File: config.mk
export PLATFORM = sky130hd
export DESIGN_NAME = db9md_joy_scanner_flat
export DESIGN_NICKNAME = d
export VERILOG_FILES = /design/src/rtl/db9md_joy_scanner_if.sv /design/src/rtl/db9md_joy_scanner.sv /design/src/flat_wrapper.sv
export SDC_FILE = /design/constraint.sdc
export NUM_CORES = 1
export LEC_CHECK = 0
export BUFFER_PORTS_ARGS = -buffer_cell sky130_fd_sc_hd__buf_4
export CAP_MARGIN = 20
export CORE_MARGIN = 2
export CORE_UTILIZATION = 35
export DETAILED_ROUTE_END_ITERATION = 7
export SLEW_MARGIN = 40
export SYNTH_ARGS = -nofsm -noshare
export SYNTH_HDL_FRONTEND = slang
export SYNTH_SLANG_ARGS = --single-unit
File: constraint.sdc
create_clock -name clk_sys -period 1.8 [get_ports clk_sys]
set_input_delay 0.18 -clock clk_sys [delete_from_list [all_inputs] [get_ports clk_sys]]
set_output_delay 0.18 -clock clk_sys [all_outputs]
set_load 0.01 [all_outputs]
File: src/rtl/db9md_joy_scanner_if.sv
// ============================================================================
// Module  : db9md_joy_scanner_if
// Brief   : Pad-line and decoded button bundle between the SNAC scanner and the joystick mux.
// Revision: 1.0 - initial release
// ============================================================================
`default_nettype none

interface db9md_joy_scanner_if;
    logic [5:0]  joy_in;
    logic        joy_mdsel;
    logic        joy_split;
    logic [15:0] joystick1;
    logic [15:0] joystick2;
    logic [1:0]  joy_type1;
    logic [1:0]  joy_type2;
    logic        scan_done;

    modport master (
        input  joy_in,
        output joy_mdsel, joy_split, joystick1, joystick2, joy_type1, joy_type2, scan_done
    );

    modport slave (
        output joy_in,
        input  joy_mdsel, joy_split, joystick1, joystick2, joy_type1, joy_type2, scan_done
    );
endinterface

`default_nettype wire

File: src/rtl/db9md_joy_scanner.sv
// ============================================================================
// Module  : db9md_joy_scanner
// Brief   : Time-multiplexed scanner/decoder for two Mega Drive pads on one split-DB9 port.
// Revision: 1.0 - initial release
// ============================================================================
`default_nettype none

module db9md_joy_scanner #(
    parameter int TICK_DIV    = 400,
    parameter int IDLE_PHASES = 256
) (
    input  wire logic            clk_sys,
    input  wire logic            RESET,
    db9md_joy_scanner_if.master  bus
);

    localparam int c_TICK_W = (TICK_DIV > 1) ? $clog2(TICK_DIV) : 1;
    localparam int c_PH_MAX = (IDLE_PHASES > 8) ? IDLE_PHASES : 8;
    localparam int c_PH_W   = $clog2(c_PH_MAX);

    localparam logic [c_TICK_W-1:0] c_TICK_LAST = c_TICK_W'(TICK_DIV - 1);
    localparam logic [c_PH_W-1:0]   c_IDLE_LAST = c_PH_W'(IDLE_PHASES - 1);
    localparam logic [c_PH_W-1:0]   c_PORT_LAST = c_PH_W'(7);

    localparam logic [1:0] c_ST_IDLE = 2'd0;
    localparam logic [1:0] c_ST_P1   = 2'd1;
    localparam logic [1:0] c_ST_P2   = 2'd2;

    logic [5:0]          r_sync1, r_sync2;
    logic [c_TICK_W-1:0] r_tick;
    logic [c_PH_W-1:0]   r_phase;
    logic [1:0]          r_state;
    logic                r_mdsel, r_split;
    logic [11:0]         r_sh;
    logic                r_sh_present, r_sh_six;
    logic [15:0]         r_joy1, r_joy2;
    logic [1:0]          r_type1, r_type2;
    logic                r_done;

    logic                w_tick_last, w_phase_last, w_sample, w_commit;
    logic [1:0]          w_state_nxt;
    logic [c_PH_W-1:0]   w_phase_nxt;
    logic [5:0]          w_d;
    logic [15:0]         w_word;
    logic [1:0]          w_type;

    assign w_tick_last  = (r_tick == c_TICK_LAST);
    assign w_phase_last = (r_state == c_ST_IDLE) ? (r_phase == c_IDLE_LAST)
                                                 : (r_phase == c_PORT_LAST);
    assign w_sample     = w_tick_last && (r_state != c_ST_IDLE);
    assign w_commit     = w_sample && (r_phase == c_PORT_LAST);
    assign w_d          = ~r_sync2;

    always_comb begin
        w_state_nxt = r_state;
        w_phase_nxt = r_phase;
        if (w_tick_last) begin
            if (w_phase_last) begin
                w_phase_nxt = '0;
                case (r_state)
                    c_ST_IDLE: w_state_nxt = c_ST_P1;
                    c_ST_P1:   w_state_nxt = c_ST_P2;
                    default:   w_state_nxt = c_ST_IDLE;
                endcase
            end else begin
                w_phase_nxt = r_phase + c_PH_W'(1);
            end
        end
    end

    // Masking is applied at commit so shadow bits captured before the type is known stay raw.
    assign w_word = {4'b0000,
                     r_sh[11:8] & {4{r_sh_six}},
                     r_sh[7:6]  & {2{r_sh_present}},
                     r_sh[5:0]};
    assign w_type = r_sh_six ? 2'd2 : (r_sh_present ? 2'd1 : 2'd0);

    always_ff @(posedge clk_sys) begin
        if (RESET) begin
            r_sync1      <= 6'h3F;
            r_sync2      <= 6'h3F;
            r_tick       <= '0;
            r_phase      <= '0;
            r_state      <= c_ST_IDLE;
            r_mdsel      <= 1'b1;
            r_split      <= 1'b0;
            r_sh         <= '0;
            r_sh_present <= 1'b0;
            r_sh_six     <= 1'b0;
            r_joy1       <= '0;
            r_joy2       <= '0;
            r_type1      <= '0;
            r_type2      <= '0;
            r_done       <= 1'b0;
        end else begin
            r_sync1 <= bus.joy_in;
            r_sync2 <= r_sync1;
            r_tick  <= w_tick_last ? '0 : r_tick + c_TICK_W'(1);
            r_phase <= w_phase_nxt;
            r_state <= w_state_nxt;
            // Pad lines are registered from the next state so TH and split change cleanly together.
            r_mdsel <= (w_state_nxt == c_ST_IDLE) || !w_phase_nxt[0];
            r_split <= (w_state_nxt == c_ST_P2);
            r_done  <= 1'b0;

            if (w_sample) begin
                case (r_phase[2:0])
                    3'd0: r_sh[5:0] <= {w_d[5], w_d[4], w_d[0], w_d[1], w_d[2], w_d[3]};
                    3'd1: begin
                        r_sh_present <= (r_sync2[3:2] == 2'b00);
                        r_sh[7:6]    <= {w_d[5], w_d[4]};
                    end
                    3'd5: r_sh_six   <= r_sh_present && (r_sync2[3:0] == 4'b0000);
                    3'd6: r_sh[11:8] <= {w_d[0], w_d[1], w_d[2], w_d[3]};
                    default: ;
                endcase
            end

            if (w_commit) begin
                if (r_state == c_ST_P1) begin
                    r_joy1  <= w_word;
                    r_type1 <= w_type;
                end else begin
                    r_joy2  <= w_word;
                    r_type2 <= w_type;
                    r_done  <= 1'b1;
                end
            end
        end
    end

    assign bus.joy_mdsel = r_mdsel;
    assign bus.joy_split = r_split;
    assign bus.joystick1 = r_joy1;
    assign bus.joystick2 = r_joy2;
    assign bus.joy_type1 = r_type1;
    assign bus.joy_type2 = r_type2;
    assign bus.scan_done = r_done;

endmodule

`default_nettype wire

File: src/flat_wrapper.sv
// flat-port wrapper written by rule: the top's interface ports become plain ports
module db9md_joy_scanner_flat 
#(
    parameter int TICK_DIV    = 400,
    parameter int IDLE_PHASES = 256
)
  (clk_sys, RESET, bus_joy_in, bus_joy_mdsel, bus_joy_split, bus_joystick1, bus_joystick2, bus_joy_type1, bus_joy_type2, bus_scan_done);
  db9md_joy_scanner_if bus_i ();
  input  wire logic clk_sys;
  input  wire logic RESET;
  input wire logic [$bits(bus_i.joy_in)-1:0] bus_joy_in;
  output wire logic [$bits(bus_i.joy_mdsel)-1:0] bus_joy_mdsel;
  output wire logic [$bits(bus_i.joy_split)-1:0] bus_joy_split;
  output wire logic [$bits(bus_i.joystick1)-1:0] bus_joystick1;
  output wire logic [$bits(bus_i.joystick2)-1:0] bus_joystick2;
  output wire logic [$bits(bus_i.joy_type1)-1:0] bus_joy_type1;
  output wire logic [$bits(bus_i.joy_type2)-1:0] bus_joy_type2;
  output wire logic [$bits(bus_i.scan_done)-1:0] bus_scan_done;
  assign bus_i.joy_in = bus_joy_in;
  assign bus_joy_mdsel = bus_i.joy_mdsel;
  assign bus_joy_split = bus_i.joy_split;
  assign bus_joystick1 = bus_i.joystick1;
  assign bus_joystick2 = bus_i.joystick2;
  assign bus_joy_type1 = bus_i.joy_type1;
  assign bus_joy_type2 = bus_i.joy_type2;
  assign bus_scan_done = bus_i.scan_done;
  db9md_joy_scanner #(.TICK_DIV(TICK_DIV), .IDLE_PHASES(IDLE_PHASES)) u_core (.clk_sys(clk_sys), .RESET(RESET), .bus(bus_i));
endmodule
==> run metrics, run 1 <==
status=finished, final reports clean; layout cells sized above 1=32.8%; # diodes=0; first-pass GRT wire length=10,800 um; Yosys reg bits=between 70 and 80; flop-to-flop setup slack=~41 ps; GR Util All Layers=approximately 14%; Clock Latency Late Sink=360 ps; pwr dens=754 nW/um2; vias per cell=4.77; CTS tree=yes; f_max=about 0.57 GHz; number of antenna violations at the first check in global routing=0; Nets=413; 1st-iter DRT viols=between 80 and 90; Avg Cell Area, Syn=about 9.0 um2; routed vias=2,431; hold crit path type=in -> reg; most common cell in the synthesized netlist=dfxtp_1; MaxCap Viol Count=0; CP Cell Sequence=ha_4, and3_4, nand4_4, or3_4, clkbuf_16, nand2_2, a21oi_2; # IOs=47; Hold Path Cell Cnt=2; post-synth top area share=50.1%; YS warnings=0; Overflow after GRT=0; Cell variety after synth=44; input/output buffers=38; Post-synth EDFFs=0; core area=just over 8000 um2; worst-path fanout max=7; Num CTS Buffers=9; R2R depth=7; Critical Path Start=u_core.r_tick[1]$_SDFF_PP0_; Worst-path clk slew=about 80 ps; final HPWL from detailed placement=4230 um; cell taking the most area after synthesis=dfxtp_1; Crit-path slowest cell=or3_4; crit path launch type=flip-flop; total wire length=6380 um; Row Count=33; Antenna Nets Post-Route=0; Rel. slew slack=62.4%; Tcrit/Tclk final=97.7%; WP data arrival=between 2000 and 2500 ps; Root Buffer=clkbuf_8; Die ar.=9440 um2; Pwr Total=about 0.0029 W; Worst Hold Endpoint=u_core.r_phase[6]$_SDFFE_PP0N_; routability cong.=roughly 0.84; final setup fails=0; Crit Path Category=reg -> reg; Area contributors post-synth=dfxtp_1 (50%), nand2_1 (7.4%), a21oi_1 (5.6%), nor2_1 (3.5%), nand3_1 (3.1%); WL per Instance=12.5 um; synthesized area=3040 um2; Final Non-Filler Cells=510; worst hold slack=280 ps; type of element capturing the critical path=flip-flop; synthesized instance count=approximately 340; die height=approximately 97 um; Worst EP required=2050 ps; Worst Tran Pin Value=564 ps; RSZ-0062 raised after global routing=true; Commonest cells post-synth=dfxtp_1 (76), nand2_1 (60), a21oi_1 (34); reg2reg start=u_core.r_tick[1]$_SDFF_PP0_; worst r2r dst=u_core.bus.joy_type1[1]$_SDFFE_PP0P_; CTS H-tree lvls=3; Worst Clk Skew=7.27 ps; Residual DRC=0; Pleak=1.53 nW; Final Critical Period=1760 ps; Synth async-reset ratio=0%; Final Hold Viols=0; Final Max Slew Viols=0; number of global-route vias before repair=about 2,300; initial core utilization=36.6%; HP Start=RESET; Die Wd=about 97 um; First-pass DRT Iterations=4; share of the yosys chip area belonging to registers=50.1%; clk sink count=76; Synth Flop Type=dfxtp_1; Synth-to-Final Area Change=28.2%; pin count of the biggest net entering global routing=61; clock tree buffer depth=2; maximum VDD drop=0.354 mV; CP max stage delay=470 ps; placed cells=485; setup TNS=0 ps
[layer usage]
layer  global-route usage (%)  routed length [um]  vias up
li1                         -                   -     1250
met1                     18.8                3130     1119
met2                     21.3                2810       51
met3                     3.09                 276       11
met4                     7.80                 155        0
met5                        0                   0        -
[metrics by stage]
step | util (%) | cell area (um2) | setup WS [ps]
floorplan | - | 3060 | 2.14
global placement | 42.3 | 3510 | 37.2
detailed placement | 42.3 | 3510 | -54.1
CTS | 45.1 | 3740 | 47.2
global route | 46.9 | 3890 | -20.5
finish | 46.9 | 3890 | 40.5
[worst max-delay path: cells and delay by family, from the launching register on]
kind,cells,cell delay [ps]
flops,1,350
compound gates,1,50
fa+ha+maj,1,140
buf+inv,1,190
simple gates,4,920
[power breakdown]
part,internal [W],switching [W],leakage (nW)
Clock,0.000500,0.000640,0.0864
Combinational,0.0000412,0.0000454,0.830
Sequential,0.00170,0.0000110,0.617
Total,0.00224,0.000697,1.53
[flip-flops by register name, indices dropped and copies added (netlist names), 2 cells and up]
register	flops
u_core.bus.joy_type1	2
u_core.bus.joy_type2	2
u_core.bus.joystick1	12
u_core.bus.joystick2	12
u_core.r_phase	8
u_core.r_sh	12
u_core.r_state	2
u_core.r_sync1	6
u_core.r_sync2	6
u_core.r_tick	9
[layout by cell type (no fill, tap or decap), types with 3 or more instances in the layout]
master,count
nand2_1,47
nand2_2,10
nor2_1,28
ha_1,4
clkinv_2,3
a21oi_1,30
o21ai_0,3
nand2_4,3
a21oi_2,4
conb_1,8
nand3_1,19
xnor2_1,5
dfxtp_1,72
nor3_2,3
buf_4,62
and3_1,5
dlygate4sd3_1,6
xor2_1,5
or2_2,14
nand4_1,3
dfxtp_2,4
nor3_1,8
clkbuf_8,9
a211oi_1,10
[how the worst max path moves through the flow]
stage,end,slack [ps],cells past startpoint
after floorplan,u_core.bus.joy_type1[0]$_SDFFE_PP0P_,2,8
after global placement,u_core.r_sh[6]$_SDFFE_PP0P_,40,7
after detailed placement,u_core.r_phase[5]$_SDFFE_PP0N_,-50,7
after CTS,u_core.r_phase[5]$_SDFFE_PP0N_,50,7
after global routing,u_core.bus.joy_type1[1]$_SDFFE_PP0P_,-20,7
final,u_core.bus.joy_type1[1]$_SDFFE_PP0P_,40,7
[cell type report]
cell class,count,area [um2]
Clock buffer,10,128
Clock inverter,6,40.0
Fill cell,803,4410
Inverter,2,7.51
Multi-Input combinational cell,239,1460
Sequential cell,76,1530
Tap cell,105,131
Timing Repair Buffer,72,602
[cells by family (layout without fill, tap and decap cells)]
kind of cell             count (synthesis)  after routing  synth area share, %
XOR/XNOR                                10             10                 2.88
AO/OA/AOI/OAI                           54             54                 10.5
multiplexers                             2              2                0.659
adder cells (fa/ha/maj)                  5              5                 2.06
other                                    1              8                0.123
buffers and inverters                   29             90                 5.69
flip-flops                              76             76                 50.1
AND/OR/NAND/NOR                        160            160                 27.9
[what timing repair did]
item | in CTS | in global routing
gates cloned | 0 | 1
hold buffers | 6 | 0
pin swaps | 0 | 9
setup endpoints to repair | 3 | 30
gates resized for setup | 2 | 33
buffers inserted | 0 | 2
hold endpoints to repair | 6 | 0
Note: power is estimated with default switching activity, not from simulation.
==> run 2, diff against run 1 <==
CELL_PAD_IN_SITES_DETAIL_PLACEMENT = 1   (was unset)
CELL_PAD_IN_SITES_GLOBAL_PLACEMENT = 2   (was unset)
CORE_UTILIZATION = 31   (was 35)
PLACE_DENSITY_LB_ADDON = 0.1   (was unset)
==> run 2 against run 1 <==
Effect of this change: final area increased by 3.2%; sequential share of layout area is 1.2 points lower; clock skew grew 5.2 ps; largest cell class unchanged; first-iteration DRC count down 52%; worst setup slack improved by 17 ps; wire length increased by 15%; combinational power down 3.6%; highest routed layer unchanged; clock power up 6%; core utilization is 5.2 points lower; sequential power about the same; critical endpoint is now u_core.bus.joystick1[5]$_SDFFE_PP0P_; register-to-register slack better by 20 ps; count of clock-buffer cells in the layout did not move.
==> run metrics, run 2 (synthesized netlist as in run 1, its figures left out) <==
routed vias=2,476; Synth-to-Final Area Change=32.3%; MaxCap Viol Count=0; routability cong.=0.768; maximum VDD drop=0.380 mV; Overflow after GRT=0; CP max stage delay=between 400 and 500 ps; Placed Area=between 3000 and 4000 um2; WP data arrival=between 1500 and 2000 ps; fin area=4020 um2; flop-to-flop setup slack=roughly 58 ps; Hold Path Cell Cnt=2; vias per cell=4.59; final setup fails=0; pwr dens=748 nW/um2; Worst Tran Pin Value=roughly 550 ps; die height=103 um; WL per Instance=roughly 14 um; Clock Latency Late Sink=between 300 and 400 ps; type of element capturing the critical path=flip-flop; Num CTS Buffers=9; Antenna Nets Post-Route=0; number of global-route vias before repair=roughly 2,500; RSZ-0062 raised after global routing=true; # IOs=47; Worst Clk Skew=12.5 ps; Final Max Slew Viols=0; CTS tree=yes; hold crit path type=in -> reg; Final Critical Period=between 1500 and 2000 ps; layout cells sized above 1=35.7%; core area=9640 um2; reg2reg start=u_core.r_tick[1]$_SDFF_PP0_; Worst Hold Endpoint=u_core.r_sync1[3]$_SDFF_PP1_; HP Start=bus_joy_in[3]; GRT met1 Usage=20.1%; global route hottest layer=met2; Rel. slew slack=63.3%; worst-path fanout max=7; Worst EP required=approximately 2000 ps; Die Wd=103 um; total wire length=7350 um; initial core utilization=between 30% and 40%; number of antenna violations at the first check in global routing=0; Row Count=36; final HPWL from detailed placement=between 5000 and 6000 um; clk sink count=76; M3 GR Usage=2.64%; Nets=414; first-pass GRT wire length=about 12,000 um; Residual DRC=0; status=finished, final reports clean; Crit-path slowest cell=or3_4; clock tree buffer depth=2; f_max=around 0.57 GHz; Tcrit/Tclk final=96.8%; Crit Path Category=reg -> reg; Pleak=1.59 nW; final setup margin=57.7 ps; Die ar.=10,600 um2; worst r2r dst=u_core.bus.joystick1[5]$_SDFFE_PP0P_; CTS H-tree lvls=3; First-pass DRT Iterations=4; # diodes=0; Root Buffer=clkbuf_8; 1st-iter DRT viols=43; Final Hold Viols=0; Worst-path clk slew=approximately 80 ps; DP Worst Slack=-3.41 ps; pin count of the biggest net entering global routing=48; most frequent cells in the layout=dfxtp_1 (72), buf_4 (65), nand2_1 (47), nor2_1 (28), a21oi_1 (28); GR Util All Layers=14.8%; most common cell after layout, fill and taps aside=dfxtp_1; input/output buffers=38; CP Cell Sequence=ha_4, and3_4, buf_6, nand4_4, or3_4, clkbuf_16, nand2_2, a21oi_2; crit path launch type=flip-flop; R2R depth=8; met2 Use GR=a little under a quarter
[run 2: cell count changes in the layout (fill, tap and decap cells not counted), sizes merged]
cell	previous run	this run
buf	65	71
clkinv	4	5
clkinvlp	1	0
dlygate4sd3	6	1
[run 2: cell type report]
class / instances / area (um2)
multi-input combinational: 239 / 1510
sequential: 76 / 1530
fill: 1150 / 5620
inverter: 2 / 7.51
tap: 133 / 166
clock buffer: 10 / 138
timing repair buffer: 73 / 626
clock inverter: 6 / 48.8
[run 2: power breakdown]
group | switching (W) | internal (W) | leakage (nW)
Sequential | 0.0000115 | 0.00170 | 0.617
Combinational | 0.0000479 | 0.0000356 | 0.880
Clock | 0.000662 | 0.000550 | 0.0968
Total | 0.000721 | 0.00228 | 1.59
[run 2: how the worst max path moves through the flow]
stage                                               from                              endpoint  slack [ps]  cells after the start
after CTS                 u_core.r_phase[6]$_SDFFE_PP0N_       u_core.bus.joy_mdsel$_SDFF_PP1_         0.4                      5
after floorplan              u_core.r_tick[0]$_SDFF_PP0_  u_core.bus.joy_type1[0]$_SDFFE_PP0P_           2                      8
after detailed placement     u_core.r_tick[0]$_SDFF_PP0_          u_core.r_sh[10]$_SDFFE_PP0P_          -3                      8
after global routing         u_core.r_tick[1]$_SDFF_PP0_  u_core.bus.joystick1[5]$_SDFFE_PP0P_         -30                      8
after global placement    u_core.r_phase[6]$_SDFFE_PP0N_       u_core.bus.joy_mdsel$_SDFF_PP1_           6                      5
final                        u_core.r_tick[1]$_SDFF_PP0_  u_core.bus.joystick1[5]$_SDFFE_PP0P_          60                      8
[run 2: metrics by stage]
stage	cells	hold WS [ps]	power, W	setup TNS [ps]	utilization, %
after floorplan	344	284	0.00180	0	-
after global placement	518	367	0.00182	0	37.5
after detailed placement	518	369	0.00183	-4.89	37.5
after CTS	535	4.16	0.00306	0	39.6
after global routing	539	5.98	0.00315	-243	41.7
final	539	18.4	0.00301	0	41.7
[run 2: per-layer routing]
metal	part of all wire (%)	vias up
li1	-	1257
met1	49	1178
met2	47	33
met3	2.8	8
met4	1.2	0
met5	0	-
[run 2: critical path, delay by kind of cell, from the launching register on]
family	cells	cell delay, ps
AOI/OAI and AO/OA	1	50
buffers and inverters	2	270
adders and majority gates	1	130
and+or+nand+nor	4	800
DFF	1	360
[run 2: timing repair]
item / in CTS / in global routing
hold endpoints to repair: 1 / 0
hold buffers: 1 / 0
cloned: 0 / 1
resized for setup: 1 / 44
endpoints found under the setup margin: 5 / 40
pin swaps: 4 / 14
buffers inserted: 0 / 3
==> run 3, diff against run 2 <==
ABC_AREA = 1   (was unset)
CORE_UTILIZATION = 29   (was 31)
==> run 3 against run 2 <==
Effect of this change: core utilization is 3.6 points lower; non-clock buffer count down 17; worst hold slack better by 8.1 ps; die area rose by 16%; synthesized cell count is 28% higher; power up 29%; critical path type unchanged; critical endpoint is now u_core.r_sh[2]$_SDFFE_PP0P_.
==> run metrics, run 3 <==
status=finished, final reports clean; Synth-to-Final Area Change=26.5%; Die ar.=about 12,000 um2; largest family of logic cells by synthesized area=simple AND/OR/NAND/NOR gates; CTS tree=yes; 1st-iter DRT viols=96; type of element capturing the critical path=flip-flop; die height=approximately 110 um; WL per Instance=13.0 um; Die Wd=111 um; CP max stage delay=between 300 and 400 ps; Overflow after GRT=0; final setup fails=0; number of global-route vias before repair=around 2,800; Pleak=around 1.9 nW; most common cell in the synthesized netlist=nand2_1; final setup margin=146 ps; layout cells sized above 1=23.0%; clock tree buffer depth=2; GR Util All Layers=14.0%; CTS Hold Bufs=0; vias per cell=approximately 4.4; Worst Path Buf+Inv=1; most common cell after layout, fill and taps aside=nand2_1; multi-input logic area=1540 um2; pwr dens=924 nW/um2; Tcrit/Tclk final=91.9%; Clock Latency Late Sink=roughly 330 ps; input/output buffers=38; routability cong.=around 0.73; Post-Synth Adder-Cell Area=under 10%; Residual DRC=0; area share of and/or/nand/nor cells after synthesis=a little over a third; core area=between 10,000 and 15,000 um2; Root Buffer=clkbuf_16; utilization after layout=38.1%; Register Area=1520 um2; Placed Area=3730 um2; proportion of synthesized area in mux cells=0%; crit path launch type=flip-flop; Worst Clk Skew=between 4 and 5 ps; Synth Flop Type=dfxtp_1; total wire length=8220 um; Final Hold Viols=0; routed vias=2,780; maximum VDD drop=0.446 mV; Final Max Slew Viols=0; setup TNS=0 ps; First-pass DRT Iterations=4; # fillers=1,345; MaxCap Viol Count=0; pin count of the biggest net entering global routing=34; Worst EP required=a little over 2000 ps; Yosys reg bits=76; most frequent cells in the layout=nand2_1 (101), dfxtp_1 (76), nor2_1 (66), buf_4 (56), inv_1 (47); Commonest cells post-synth=nand2_1 (102), dfxtp_1 (76), nor2_1 (66); first-pass GRT wire length=approximately 14,000 um; XOR/XNOR Fraction of Synth Area=1.85%; synthesized area=3310 um2; YS warnings=0; # diodes=0; CTS H-tree lvls=3; Post-synth EDFFs=0; Synth async-reset ratio=0%; WP data arrival=1920 ps; Worst-path clk slew=~60 ps; synthesized instance count=432; Row Count=38; share of the yosys chip area belonging to registers=46.0%; f_max=between 0.6 and 0.7 GHz; Avg Cell Area, Syn=7.65 um2; Nets=500; Crit-path slowest cell=dfxtp_1; worst-path fanout max=8; Crit path max-delay family=simple AND/OR/NAND/NOR gates; initial core utilization=a little under a third; hold crit path type=in -> reg; Antenna Nets Post-Route=0; clk sink count=76; CP Cell Sequence=ha_4, nand4_1, nor2_4, buf_4, nand2_4, nor2_8, nand2_1, a21oi_1; Crit Path Category=reg -> reg; fin area=4180 um2; cell taking the most area after synthesis=dfxtp_1; post-synthesis compound-gate area fraction=5.45%; Num CTS Buffers=9; post-synth top area share=46.0%; Cell variety after synth=31; DP Worst Slack=58.7 ps; number of antenna violations at the first check in global routing=0; final HPWL from detailed placement=5880 um; Area contributors post-synth=dfxtp_1 (46%), nand2_1 (12%), nor2_1 (7.5%), inv_1 (5.3%), nand4_1 (3.4%); # IOs=47; Final Critical Period=1650 ps
==> run 3: final timing paths <==
path	start	to	slack (ps)	depth (start not counted)
max	u_core.r_tick[1]$_SDFF_PP0_	u_core.r_sh[2]$_SDFFE_PP0P_	150	8
min	bus_joy_in[3]	u_core.r_sync1[3]$_SDFF_PP1_	30	2
max reg2reg	u_core.r_tick[1]$_SDFF_PP0_	u_core.r_sh[2]$_SDFFE_PP0P_	150	8
min reg2reg	u_core.r_sync1[3]$_SDFF_PP1_	u_core.r_sync2[3]$_SDFF_PP1_	410	1
==> run 3: metrics by stage <==
step	cells	hold slack, ps	power, W
global placement	606	364	0.00183
detailed placement	606	368	0.00183
CTS	622	12.8	0.00392
finish	632	26.6	0.00386
floorplan	439	253	0.00181
global route	632	13.3	0.00403
==> run 3: logic make-up (layout without fill, tap and decap cells) <==
| group | after synthesis | after routing |
|---|---|---|
| simple gates | 240 | 241 |
| flops | 76 | 76 |
| buf+inv | 69 | 121 |
| compound gates | 34 | 34 |
| xor+xnor | 7 | 7 |
| fa+ha+maj | 5 | 5 |
| other cells | 1 | 8 |
==> run 3: per-layer routing <==
metal	part of all wire (%)	track usage, %	wire [um]
met1	52	19.4	4280
met2	42	20.8	3490
met3	4.2	3.94	343
met4	1.3	4.75	106
met5	0	0	0
==> run 3: area by class of cell <==
| cell class | count | area share [%] |
|---|---|---|
| flip-flops and latches | 76 | 36.4 |
| well taps | 140 | 4.19 |
| repair buffers | 56 | 10.1 |
| multi-input cells | 295 | 36.8 |
| clock buffers | 9 | 5.39 |
| clock inverters | 7 | 2.75 |
| inverters | 49 | 4.40 |
==> run 3: timing repair <==
item	4_1_cts	5_1_grt
gates resized for setup	0	7
setup endpoints to repair	0	35
hold endpoints to repair	0	0
setup buffers	0	9
==> run 3: report_power, final <==
part / leakage, nW / internal, W / switching, W / total [W]
Sequential: 0.616 / 0.00170 / 0.0000103 / 0.00171
Combinational: 1.12 / 0.0000306 / 0.0000513 / 0.0000819
Clock: 0.161 / 0.00135 / 0.000722 / 0.00207
Total: 1.90 / 0.00308 / 0.000783 / 0.00386
==> run 3: worst register-to-register path, delay by kind of cell, from the launching register on <==
family / cells / cell delay [ps]
AO/OA/AOI/OAI: 1 / 140
buffers and inverters: 1 / 160
flip-flops: 1 / 380
AND/OR/NAND/NOR: 5 / 730
adder cells (fa/ha/maj): 1 / 170
